### config.mk
export PLATFORM = sky130hd
export DESIGN_NAME = reg_scan_reader
export DESIGN_NICKNAME = d
export VERILOG_FILES = /design/src/rtl/reg_scan_pkg.sv /design/src/rtl/reg_scan_reader.sv
export SDC_FILE = /design/constraint.sdc
export NUM_CORES = 1
export LEC_CHECK = 0
export CAP_MARGIN = 40
export CELL_PAD_IN_SITES_DETAIL_PLACEMENT = 0
export CELL_PAD_IN_SITES_GLOBAL_PLACEMENT = 2
export CORE_UTILIZATION = 30
export CTS_CLUSTER_DIAMETER = 150
export CTS_CLUSTER_SIZE = 12
export DETAILED_ROUTE_END_ITERATION = 16
export PLACE_DENSITY_LB_ADDON = 0.1
export RECOVER_POWER = 25
export SYNTH_ARGS = -nofsm -noshare
export SYNTH_HDL_FRONTEND = slang
export SYNTH_SLANG_ARGS = --single-unit
### constraint.sdc
create_clock -name CLK -period 3.55 [get_ports CLK]
set_input_delay 0.71 -clock CLK [delete_from_list [all_inputs] [get_ports CLK]]
set_output_delay 0.71 -clock CLK [all_outputs]
set_load 0.005 [all_outputs]
### src/rtl/reg_scan_pkg.sv
// Shared definitions for the register-scan debug reader and the register file.
package reg_scan_pkg;

    typedef enum logic [2:0] {
        IDLE,
        READ,
        HOLD,
        CHK,
        DONE
    } state_t;

    // Number of implemented registers; also used by the register file.
    localparam int unsigned NREGS_DEFAULT = 10;

endpackage

### src/rtl/reg_scan_reader.sv
// Debug read-out engine: walks a range of register indices through one
// read port and streams each captured value over valid/ready.
// Optional feature: define REG_SCAN_XOR_EN to append an XOR checksum word
// (CHK state) after the last register word.
module reg_scan_reader
    import reg_scan_pkg::*;
#(
    parameter int unsigned W     = 8,
    parameter int unsigned D     = 4,
    parameter int unsigned NREGS = NREGS_DEFAULT
) (
    input  logic         CLK,
    input  logic         Reset,
    input  logic         start,
    input  logic [D-1:0] first_reg,
    input  logic [D-1:0] last_reg,
    output logic [D-1:0] rd_addr,
    input  logic [W-1:0] rd_data,
    output logic [W-1:0] out_data,
    output logic         out_valid,
    input  logic         out_ready,
    output logic         out_last,
    output logic         busy,
    output logic         done,
    output logic         err
);

    state_t       state, state_nx;
    logic [D-1:0] idx, idx_nx;
    logic [D-1:0] last, last_nx;
    logic [D-1:0] rd_addr_nx;
    logic [W-1:0] out_data_nx;
    logic         out_valid_nx, out_last_nx, busy_nx, done_nx, err_nx;
    logic         handshake, bad_range;
`ifdef REG_SCAN_XOR_EN
    logic [W-1:0] acc, acc_nx;
`endif

    assign handshake = out_valid & out_ready;
    assign bad_range = (first_reg > last_reg) || (32'(last_reg) >= NREGS);

    // Next-state and next values for every registered output.
    // busy/done are registered so busy rises one edge after the accepted
    // start and done pulses on the edge that leaves DONE.
    always_comb begin
        state_nx     = state;
        idx_nx       = idx;
        last_nx      = last;
        rd_addr_nx   = rd_addr;
        out_data_nx  = out_data;
        out_valid_nx = out_valid;
        out_last_nx  = out_last;
        busy_nx      = busy;
        done_nx      = 1'b0;
        err_nx       = 1'b0;
`ifdef REG_SCAN_XOR_EN
        acc_nx       = acc;
`endif
        case (state)
            IDLE: begin
                busy_nx = 1'b0;
                if (start) begin
                    if (bad_range) begin
                        err_nx = 1'b1;
                    end else begin
                        idx_nx     = first_reg;
                        rd_addr_nx = first_reg;
                        last_nx    = last_reg;
`ifdef REG_SCAN_XOR_EN
                        acc_nx     = '0;
`endif
                        state_nx   = READ;
                    end
                end
            end
            READ: begin
                out_data_nx  = rd_data;
                out_valid_nx = 1'b1;
                busy_nx      = 1'b1;
`ifdef REG_SCAN_XOR_EN
                out_last_nx  = 1'b0;
                acc_nx       = acc ^ rd_data;
`else
                out_last_nx  = (idx == last);
`endif
                state_nx     = HOLD;
            end
            HOLD: begin
                if (handshake) begin
                    out_valid_nx = 1'b0;
                    if (idx != last) begin
                        idx_nx     = idx + 1'b1;
                        rd_addr_nx = idx + 1'b1;
                        state_nx   = READ;
                    end else begin
`ifdef REG_SCAN_XOR_EN
                        state_nx = CHK;
`else
                        state_nx = DONE;
`endif
                    end
                end
            end
`ifdef REG_SCAN_XOR_EN
            // First CHK cycle loads the checksum word, then holds it until accepted.
            CHK: begin
                if (!out_valid) begin
                    out_data_nx  = acc;
                    out_valid_nx = 1'b1;
                    out_last_nx  = 1'b1;
                end else if (out_ready) begin
                    out_valid_nx = 1'b0;
                    state_nx     = DONE;
                end
            end
`endif
            DONE: begin
                done_nx  = 1'b1;
                busy_nx  = 1'b0;
                state_nx = IDLE;
            end
            default: state_nx = IDLE;
        endcase
    end

    // State and output registers; reset drops any in-flight word at once.
    always_ff @(posedge CLK or posedge Reset) begin
        if (Reset) begin
            state     <= IDLE;
            idx       <= '0;
            last      <= '0;
            rd_addr   <= '0;
            out_data  <= '0;
            out_valid <= 1'b0;
            out_last  <= 1'b0;
            busy      <= 1'b0;
            done      <= 1'b0;
            err       <= 1'b0;
`ifdef REG_SCAN_XOR_EN
            acc       <= '0;
`endif
        end else begin
            state     <= state_nx;
            idx       <= idx_nx;
            last      <= last_nx;
            rd_addr   <= rd_addr_nx;
            out_data  <= out_data_nx;
            out_valid <= out_valid_nx;
            out_last  <= out_last_nx;
            busy      <= busy_nx;
            done      <= done_nx;
            err       <= err_nx;
`ifdef REG_SCAN_XOR_EN
            acc       <= acc_nx;
`endif
        end
    end

endmodule

==> impl_metrics.json, run 1 <==
{
  "p_leak_nw": 0.694,
  "antenna_found_initial": 0,
  "place_inst": 183,
  "start_util_pct": 31.4,
  "syn_inst": 100,
  "max_slew.worst_pin.slew_ns": 0.691,
  "synth-xor-area-share_pct": 3.04,
  "yosys.area_share.simple_pct": 13.2,
  "post_cts_buffers": 0,
  "status": "completed",
  "place_congestion": 0.742,
  "fin_nets": 165,
  "avgViaCountPerCell": 4.65,
  "ys_async_sr_fraction_pct": 100,
  "drive_gt1_share_pct": 12.9,
  "core_area_um2": 3660,
  "synth_top_area_cell": "dfrtp_1",
  "hold_class": "reg -> reg",
  "synth-main-ff-cell": "dfrtp_1",
  "seq_area_frac_synth_pct": 52.2,
  "yosysTopAreaCellShare_pct": 52.2,
  "end_kind": "register",
  "post_cts_resized": 0,
  "wl_per_cell_um": 12.8,
  "setup_viol": 0,
  "ys_top_cells_by_count": "24 x dfrtp_1, 12 x mux2_2, 11 x nand2_1",
  "synth_top_family_by_area": "simple AND/OR/NAND/NOR gates",
  "worstSkewPairLatency_ns": 0.26,
  "num_rows": 22,
  "ys_seq_elements": 24,
  "first_pass_iters": 4,
  "dieWidth_um": 63.9,
  "overflow": 0,
  "htree_levels": 1,
  "synthAdderAreaFrac_pct": 5.43,
  "yosys-top-cells-area": "dfrtp_1 52%, mux2_2 12%, ha_1 5.4%, nand2_1 3.6%, xnor2_1 3.0%",
  "die_h_um": 63.9,
  "clockBufferDepth": 2,
  "hpwl_um": 1860,
  "utilization_pct": 44.1,
  "area_growth_pct": 40.2,
  "synth_nets": 125,
  "path_clk_slew_ns": 0.08,
  "first_global_vias": 843,
  "yosysMostFrequentCell": "dfrtp_1",
  "pin_count": 37,
  "worstPathArrival_ns": 2.71,
  "yosysUniqueCellTypes": 32,
  "cp.required_ns": 3.70,
  "hold_buffers": 0,
  "p_per_area_nw_per_um2": 733,
  "drv_slew": 0,
  "synth.area.mux_share_pct": 11.7,
  "synth.avg_cell_area_um2": 11.5,
  "placed_cell_area_um2": 1570,
  "clockRootBuffer": "clkbuf_8",
  "syn_area_um2": 1150,
  "finalCritPeriodShare_pct": 71.9,
  "largest_reg_flops": 8,
  "final_cell_area_um2": 1610,
  "grt_max_degree": 14,
  "cts_tree": "built",
  "critPathKind": "in -> reg",
  "grt_pass1_wl_um": 4050,
  "ys_warn_count": 0,
  "diodes": 0,
  "clock-sinks": 24,
  "setup_tns_ns": 0,
  "rsz0062_at_grt": "false",
  "finalHoldViolCount": 0,
  "io_buffers": 36,
  "synth-compound-area-share_pct": 10.1,
  "cts_buffers": 3,
  "worst-path-max-fanout": 9,
  "fmax_mhz": 392,
  "finClkSkew_ns": 0.00230,
  "drt_iter0_drc": 31,
  "gr-usage-all-layers_pct": 13.0,
  "die_area_um2": 4090,
  "synth_edf_count": 0,
  "startpoint_type": "input pin",
  "num_vias": 869,
  "drc_errors": 0,
  "ant_nets": 0,
  "wl_um": 2400,
  "fin_cells": 187,
  "max-cap-violations": 0,
  "finalCriticalPeriod_ns": 2.55,
  "relSlewSlack_pct": 53.9,
  "peakVddDrop_uv": 343
}
## report_power, final
group	leakage, nW	switching, mW	internal [mW]	total (mW)
registers	0.292	0.0927	0.393	0.486
clock network	0.0288	0.0857	0.0990	0.185
logic	0.373	0.183	0.330	0.513
## layer usage
metal	share of wire (%)	wire length, µm	track usage, %
met1	52	1260	19.1
met2	42	999	18.8
met3	5.6	134	3.93
met4	0.29	7	2.56
met5	0	0	0
## cell usage in the layout, fill, tap and decap left out, types with 2 or more instances in the layout
master,count
a21oi_1,3
a22o_1,2
a31oi_1,2
clkbuf_8,4
clkdlybuf4s50_1,35
dfrtp_1,24
ha_1,5
inv_1,7
mux2_2,12
nand2_1,11
nor2_1,3
o21ai_0,5
o22ai_1,2
xnor2_1,4
## through the flow
stage	hold WS, ns	total power [mW]	setup slack (ns)
after global routing	0.525	1.27	0.873
after CTS	0.503	1.20	0.982
final	0.497	1.18	0.998
after global placement	0.471	1.01	0.758
after floorplan	0.473	0.760	1.35
after detailed placement	0.480	1.01	0.692
## final timing paths
kind,endpoint,depth (start not counted),slack [ns],from
worst max-delay path,last[1],8,1.0,last_reg[1]
worst min-delay path,out_last,2,0.50,out_last
worst max register to register,last[1],5,1.76,state[1]
worst min register to register,out_last,2,0.50,out_last
max in group asynchronous,out_data[3],3,1.72,Reset
min in group asynchronous,busy,2,0.88,Reset
## cells by family (layout without fill, tap and decap cells)
kind of cell / count (synthesis) / count (layout)
AND/OR/NAND/NOR: 27 / 27
flip-flops: 24 / 24
multiplexers: 12 / 12
AO/OA/AOI/OAI: 18 / 18
buffers and inverters: 10 / 49
adder cells (fa/ha/maj): 5 / 5
XOR/XNOR: 4 / 4
## critical path: stages
cell and delay [ns]:
clkdlybuf4s50_1 0.49, inv_1 0.05, ha_1 0.30, and2b_1 0.17, o2111ai_1 0.20, nor4bb_1 0.24
buf_4 0.22, mux2_2 0.34
## layout make-up
cell class / count / area (µm²)
inverter: 7 / 26.3
tap: 48 / 60.1
timing repair buffer: 38 / 372
multi-input combinational: 66 / 500
sequential: 24 / 601
clock buffer: 4 / 55.1
fill: 367 / 2050
(Power assumes the default switching activity.)
==> run 2, diff against run 1 <==
--- a/config.mk
+++ b/config.mk
@@ -8,7 +8,7 @@
 export CAP_MARGIN = 40
 export CELL_PAD_IN_SITES_DETAIL_PLACEMENT = 0
 export CELL_PAD_IN_SITES_GLOBAL_PLACEMENT = 2
-export CORE_UTILIZATION = 30
+export CORE_UTILIZATION = 28
 export CTS_CLUSTER_DIAMETER = 150
 export CTS_CLUSTER_SIZE = 12
 export DETAILED_ROUTE_END_ITERATION = 16
==> constraint.sdc (replaced) <==
create_clock -name CLK -period 2.55 [get_ports CLK]
set_input_delay 0.51 -clock CLK [delete_from_list [all_inputs] [get_ports CLK]]
set_output_delay 0.51 -clock CLK [all_outputs]
set_load 0.005 [all_outputs]
==> run 2 against run 1 <==
Effect of this change: final cell count grew 1.1%; register-to-register slack lost 0.91 ns; setup slack lost 0.79 ns; cell area grew 0.93%; sequential cell count is the same; power grew 39%; non-clock buffer count grew 2; via count grew 0.58%; highest routed layer unchanged.
==> impl_metrics.json, run 2 (same netlist as run 1, synthesis figures left out) <==
{
  "setup_viol": 0,
  "core_area_um2": 3800,
  "first_global_vias": 853,
  "p_leak_nw": 0.704,
  "power_frac_comb_pct": 43.4,
  "finalCriticalPeriod_ns": 2.34,
  "wl_per_cell_um": 12.8,
  "wl_um": 2410,
  "path_cells": "clkdlybuf4s50_1 > inv_1 > ha_1 > and2b_1 > o2111ai_1 > nor4bb_1 > buf_4 > mux2_2",
  "finalHoldViolCount": 0,
  "cts_buffers": 3,
  "hold_class": "reg -> reg",
  "rsz0062_at_grt": "false",
  "grt_max_degree": 25,
  "netSwitchingPower_uw": 496,
  "drv_slew": 0,
  "relSlewSlack_pct": 15.5,
  "grt_pass1_wl_um": 4170,
  "max_slew.worst_pin.slew_ns": 1.27,
  "avgViaCountPerCell": 4.62,
  "num_rows": 22,
  "cts_tree": "built",
  "clockBufferDepth": 2,
  "power_mw": 1.65,
  "power_frac_clock_pct": 15.4,
  "overflow": 0,
  "peakVddDrop_uv": 423,
  "worstPathArrival_ns": 2.50,
  "final_cell_area_um2": 1630,
  "n_fill_cell": 366,
  "crit_path_max_incr_delay_ns": 0.49,
  "place_congestion": 0.750,
  "clock-sinks": 24,
  "worstSkewPairLatency_ns": 0.26,
  "end_kind": "register",
  "antenna_found_initial": 0,
  "grt.met1_usage_pct": 17.1,
  "fmax_mhz": 427,
  "drt_iter0_drc": 31,
  "fin_cells": 189,
  "finalCritPeriodShare_pct": 91.8,
  "post_cts_resized": 0,
  "switching_share_pct": 30.1,
  "pwr-share-seq_pct": 41.2,
  "clockRootBuffer": "clkbuf_8",
  "startpoint_type": "input pin",
  "p_per_area_nw_per_um2": 1010,
  "r2r-start": "state[1]",
  "drc_errors": 0,
  "post_cts_buffers": 0,
  "fin_nets": 167,
  "final_cell_mix": "35 x clkdlybuf4s50_1, 24 x dfrtp_1, 12 x mux2_2",
  "dieWidth_um": 66.1,
  "gr-usage-all-layers_pct": 13.1,
  "start_util_pct": 30.3,
  "critPathKind": "in -> reg",
  "placed_cell_area_um2": 1580,
  "largest_reg_flops": 8,
  "diodes": 0,
  "finClkSkew_ns": 0.00198,
  "hold_buffers": 0,
  "area_growth_pct": 41.5,
  "pin_count": 37,
  "cp-startpoint": "last_reg[1]",
  "place_inst": 185,
  "busiest_layer": "met2",
  "min_from": "busy",
  "worst-path-max-fanout": 9,
  "first_pass_iters": 4,
  "die_h_um": 66.1,
  "ant_nets": 0,
  "die_area_um2": 4370,
  "cp.required_ns": 2.71,
  "drive_gt1_share_pct": 14.2,
  "use_met2_pct": 19.3,
  "grtUsageMet3_pct": 5.17,
  "path_clk_slew_ns": 0.08,
  "io_buffers": 36,
  "cpMaxStageDelayCell": "clkdlybuf4s50_1",
  "layout_commonest_cell": "clkdlybuf4s50_1",
  "setup_tns_ns": 0,
  "num_vias": 874,
  "status": "completed",
  "max-cap-violations": 0,
  "htree_levels": 1,
  "hpwl_um": 1870,
  "internal_power_mw": 1.15
}
-- run 2: power by group through the flow --
stage / combinational (mW) / clock [mW] / sequential (mW)
after detailed placement: 0.731 / 0 / 0.689
after global placement: 0.727 / 0 / 0.688
final: 0.716 / 0.254 / 0.678
after global routing: 0.800 / 0.290 / 0.708
after CTS: 0.733 / 0.267 / 0.682
after floorplan: 0.383 / 0 / 0.676
-- run 2: area by class of cell --
class	count	area, µm²	share of cell area, %
sequential	24	601	36.9
timing repair buffer	40	387	23.7
clock buffer	4	55.1	3.38
inverter	7	26.3	1.61
multi-input combinational	66	500	30.7
tap	48	60.1	3.69
-- run 2: final timing paths --
check,to,slack (ns),cells after the start
max,last[0],0.21,8
min,busy,0.49,1
max reg2reg,last[0],0.85,5
min reg2reg,busy,0.49,1
max in group asynchronous,out_last,0.71,3
min in group asynchronous,busy,1.10,3
-- run 2: per-layer routing --
metal	routed length, µm	up-vias	part of all wire (%)
met1	1160	414	48
met2	1070	20	44
met5	0	-	0
li1	-	435	-
met3	145	5	6.0
met4	30	0	1.2
-- run 2: metrics by stage --
stage          setup WS (ns)  util (%)  hold WS (ns)
3_5_place_dp          -0.107      41.5         0.479
5_1_grt               0.0395      42.9         0.528
6_report               0.208      42.9         0.493
3_3_place_gp         -0.0538      41.5         0.469
4_1_cts                0.188      43.0         0.498
2_1_floorplan          0.552         -         0.473
-- run 2: worst max-delay path: cells and delay by family --
family	cells	cell delay, ns
buf+inv	3	0.75
simple gates	2	0.39
mux	1	0.34
fa+ha+maj	1	0.30
compound gates	1	0.20
==> run 3, diff against run 2 <==
--- a/config.mk
+++ b/config.mk
@@ -12,8 +12,10 @@
 export CTS_CLUSTER_DIAMETER = 150
 export CTS_CLUSTER_SIZE = 12
 export DETAILED_ROUTE_END_ITERATION = 16
+export HOLD_SLACK_MARGIN = 0.08
 export PLACE_DENSITY_LB_ADDON = 0.1
 export RECOVER_POWER = 25
+export SLEW_MARGIN = 5
 export SYNTH_ARGS = -nofsm -noshare
 export SYNTH_HDL_FRONTEND = slang
 export SYNTH_SLANG_ARGS = --single-unit
==> constraint.sdc (replaced) <==
create_clock -name CLK -period 2.3 [get_ports CLK]
set_input_delay 0.46 -clock CLK [delete_from_list [all_inputs] [get_ports CLK]]
set_output_delay 0.46 -clock CLK [all_outputs]
set_load 0.005 [all_outputs]
==> run 3 against run 2 <==
Effect of this change: routed wire length increased by 4.1%; via count increased by 5.5%; sequential share of layout area decreased by 2.5 points; setup slack got worse by 0.12 ns; largest power group unchanged; power increased by 14%; critical path depth decreased by 1; clock power increased by 14%; global-route usage increased by 0.078 points; critical path type unchanged.
==> impl_metrics.json, run 3 (same netlist as run 1, synthesis figures left out) <==
{
  "die_area_um2": 4370,
  "holdWs_ns": 0.495,
  "clock-sinks": 24,
  "num_rows": 22,
  "hold_class": "reg -> reg",
  "fin_nets": 175,
  "avgViaCountPerCell": 4.68,
  "rsz0062_at_grt": "false",
  "drive_gt1_share_pct": 22.8,
  "cp_num_buf_inv": 2,
  "layout_commonest_cell": "clkdlybuf4s50_1",
  "gr-usage-all-layers_pct": 13.1,
  "end_kind": "register",
  "fin_cells": 197,
  "wl_met3_um": 106,
  "n_fill_cell": 353,
  "overflow": 0,
  "ant_nets": 0,
  "clockRootBuffer": "clkbuf_8",
  "place_congestion": 0.762,
  "hold_buffers": 0,
  "first_global_vias": 895,
  "fmax_mhz": 452,
  "finalHoldViolCount": 0,
  "placed_cell_area_um2": 1630,
  "wl_met1_um": 1210,
  "cp.required_ns": 2.45,
  "status": "completed",
  "cts_tree": "built",
  "worstSkewPairLatency_ns": 0.27,
  "setup_viol": 0,
  "p_per_area_nw_per_um2": 1080,
  "pin_count": 37,
  "first_pass_iters": 4,
  "dieWidth_um": 66.1,
  "cpMaxStageDelayCell": "clkdlybuf4s50_1",
  "diodes": 0,
  "cp_top_family": "buffers and inverters",
  "drt_iter0_drc": 12,
  "antenna_found_initial": 0,
  "num_vias": 922,
  "path_cells": "clkdlybuf4s50_1 > ha_4 > and2b_1 > o2111ai_2 > nor4bb_4 > buf_4 > mux2_2",
  "wl_um": 2510,
  "final_cell_mix": "34 x clkdlybuf4s50_1, 24 x dfrtp_1, 12 x mux2_2",
  "p_leak_nw": 0.765,
  "start_util_pct": 30.3,
  "path_clk_slew_ns": 0.09,
  "critPathKind": "in -> reg",
  "grt_pass1_wl_um": 4190,
  "setup_tns_ns": 0,
  "drv_slew": 0,
  "drc_errors": 0,
  "cts_buffers": 3,
  "worstPathArrival_ns": 2.37,
  "area_growth_pct": 51.6,
  "routed.top_layer": "met4",
  "peakVddDrop_uv": 465,
  "max_slew.worst_pin.slew_ns": 1.25,
  "place_inst": 192,
  "largest_reg_flops": 8,
  "core_area_um2": 3800,
  "htree_levels": 1,
  "wl_per_cell_um": 12.7,
  "relSlewSlack_pct": 16.6,
  "die_h_um": 66.1,
  "crit_path_max_incr_delay_ns": 0.53,
  "clockBufferDepth": 2,
  "finalCritPeriodShare_pct": 96.1,
  "max-cap-violations": 0,
  "finClkSkew_ns": 0.00318,
  "wl_met2_um": 1170,
  "final_cell_area_um2": 1750,
  "grt_max_degree": 25,
  "worst-path-max-fanout": 5,
  "io_buffers": 36,
  "startpoint_type": "input pin",
  "finalCriticalPeriod_ns": 2.21,
  "hpwl_um": 1870
}
-- run 3: tightest hold or removal path, delay by kind of cell, from the launching register on --
family	cells	cell delay (ns)
AOI/OAI and AO/OA	1	0.06
DFF	1	0.36
and+or+nand+nor	1	0.05
-- run 3: final cells by class --
type	count	area (µm²)	share of cell area, %
well taps	48	60.1	3.44
multi-input cells	66	557	31.9
inverters	7	26.3	1.51
clock buffers	4	55.1	3.15
repair buffers	48	447	25.6
flip-flops and latches	24	601	34.4
-- run 3: metrics by stage --
step | power, mW | utilization, % | setup slack, ns
after global placement | 1.58 | 42.9 | -0.251
final | 1.88 | 45.9 | 0.0890
after detailed placement | 1.58 | 42.9 | -0.307
after floorplan | 1.17 | - | 0.352
after CTS | 1.90 | 46.1 | 0.0192
after global routing | 2.02 | 45.9 | 0.00130
-- run 3: repair_timing --
| item | 4_1_cts | 5_1_grt |
|---|---|---|
| gates cloned | 1 | 0 |
| endpoints found under the setup margin | 3 | 9 |
| hold endpoints to repair | 0 | 0 |
| pin swaps | 0 | 2 |
| setup buffers | 0 | 0 |
| resized for setup | 7 | 2 |
-- run 3: per-layer routing --
metal  vias up  global-route usage, %
met2        21                   19.5
met3         2                   3.28
met1       450                   17.6
li1        449                      -
met4         0                   6.65
met5         -                      0
-- run 3: final timing paths --
check | startpoint | end | slack (ns) | depth (start not counted)
setup / recovery | first_reg[1] | last[1] | 0.09 | 7
hold / removal | out_last | out_last | 0.49 | 2
setup reg to reg | state[1] | last[1] | 0.49 | 5
hold reg to reg | out_last | out_last | 0.49 | 2
max in group asynchronous | Reset | last[3] | 0.53 | 3
min in group asynchronous | Reset | done | 1.04 | 3
-- run 3: where the power goes --
part	switching, mW	total (mW)	internal [mW]	leakage, nW
registers	0.151	0.758	0.606	0.292
clock network	0.137	0.290	0.153	0.0288
logic	0.292	0.835	0.543	0.445
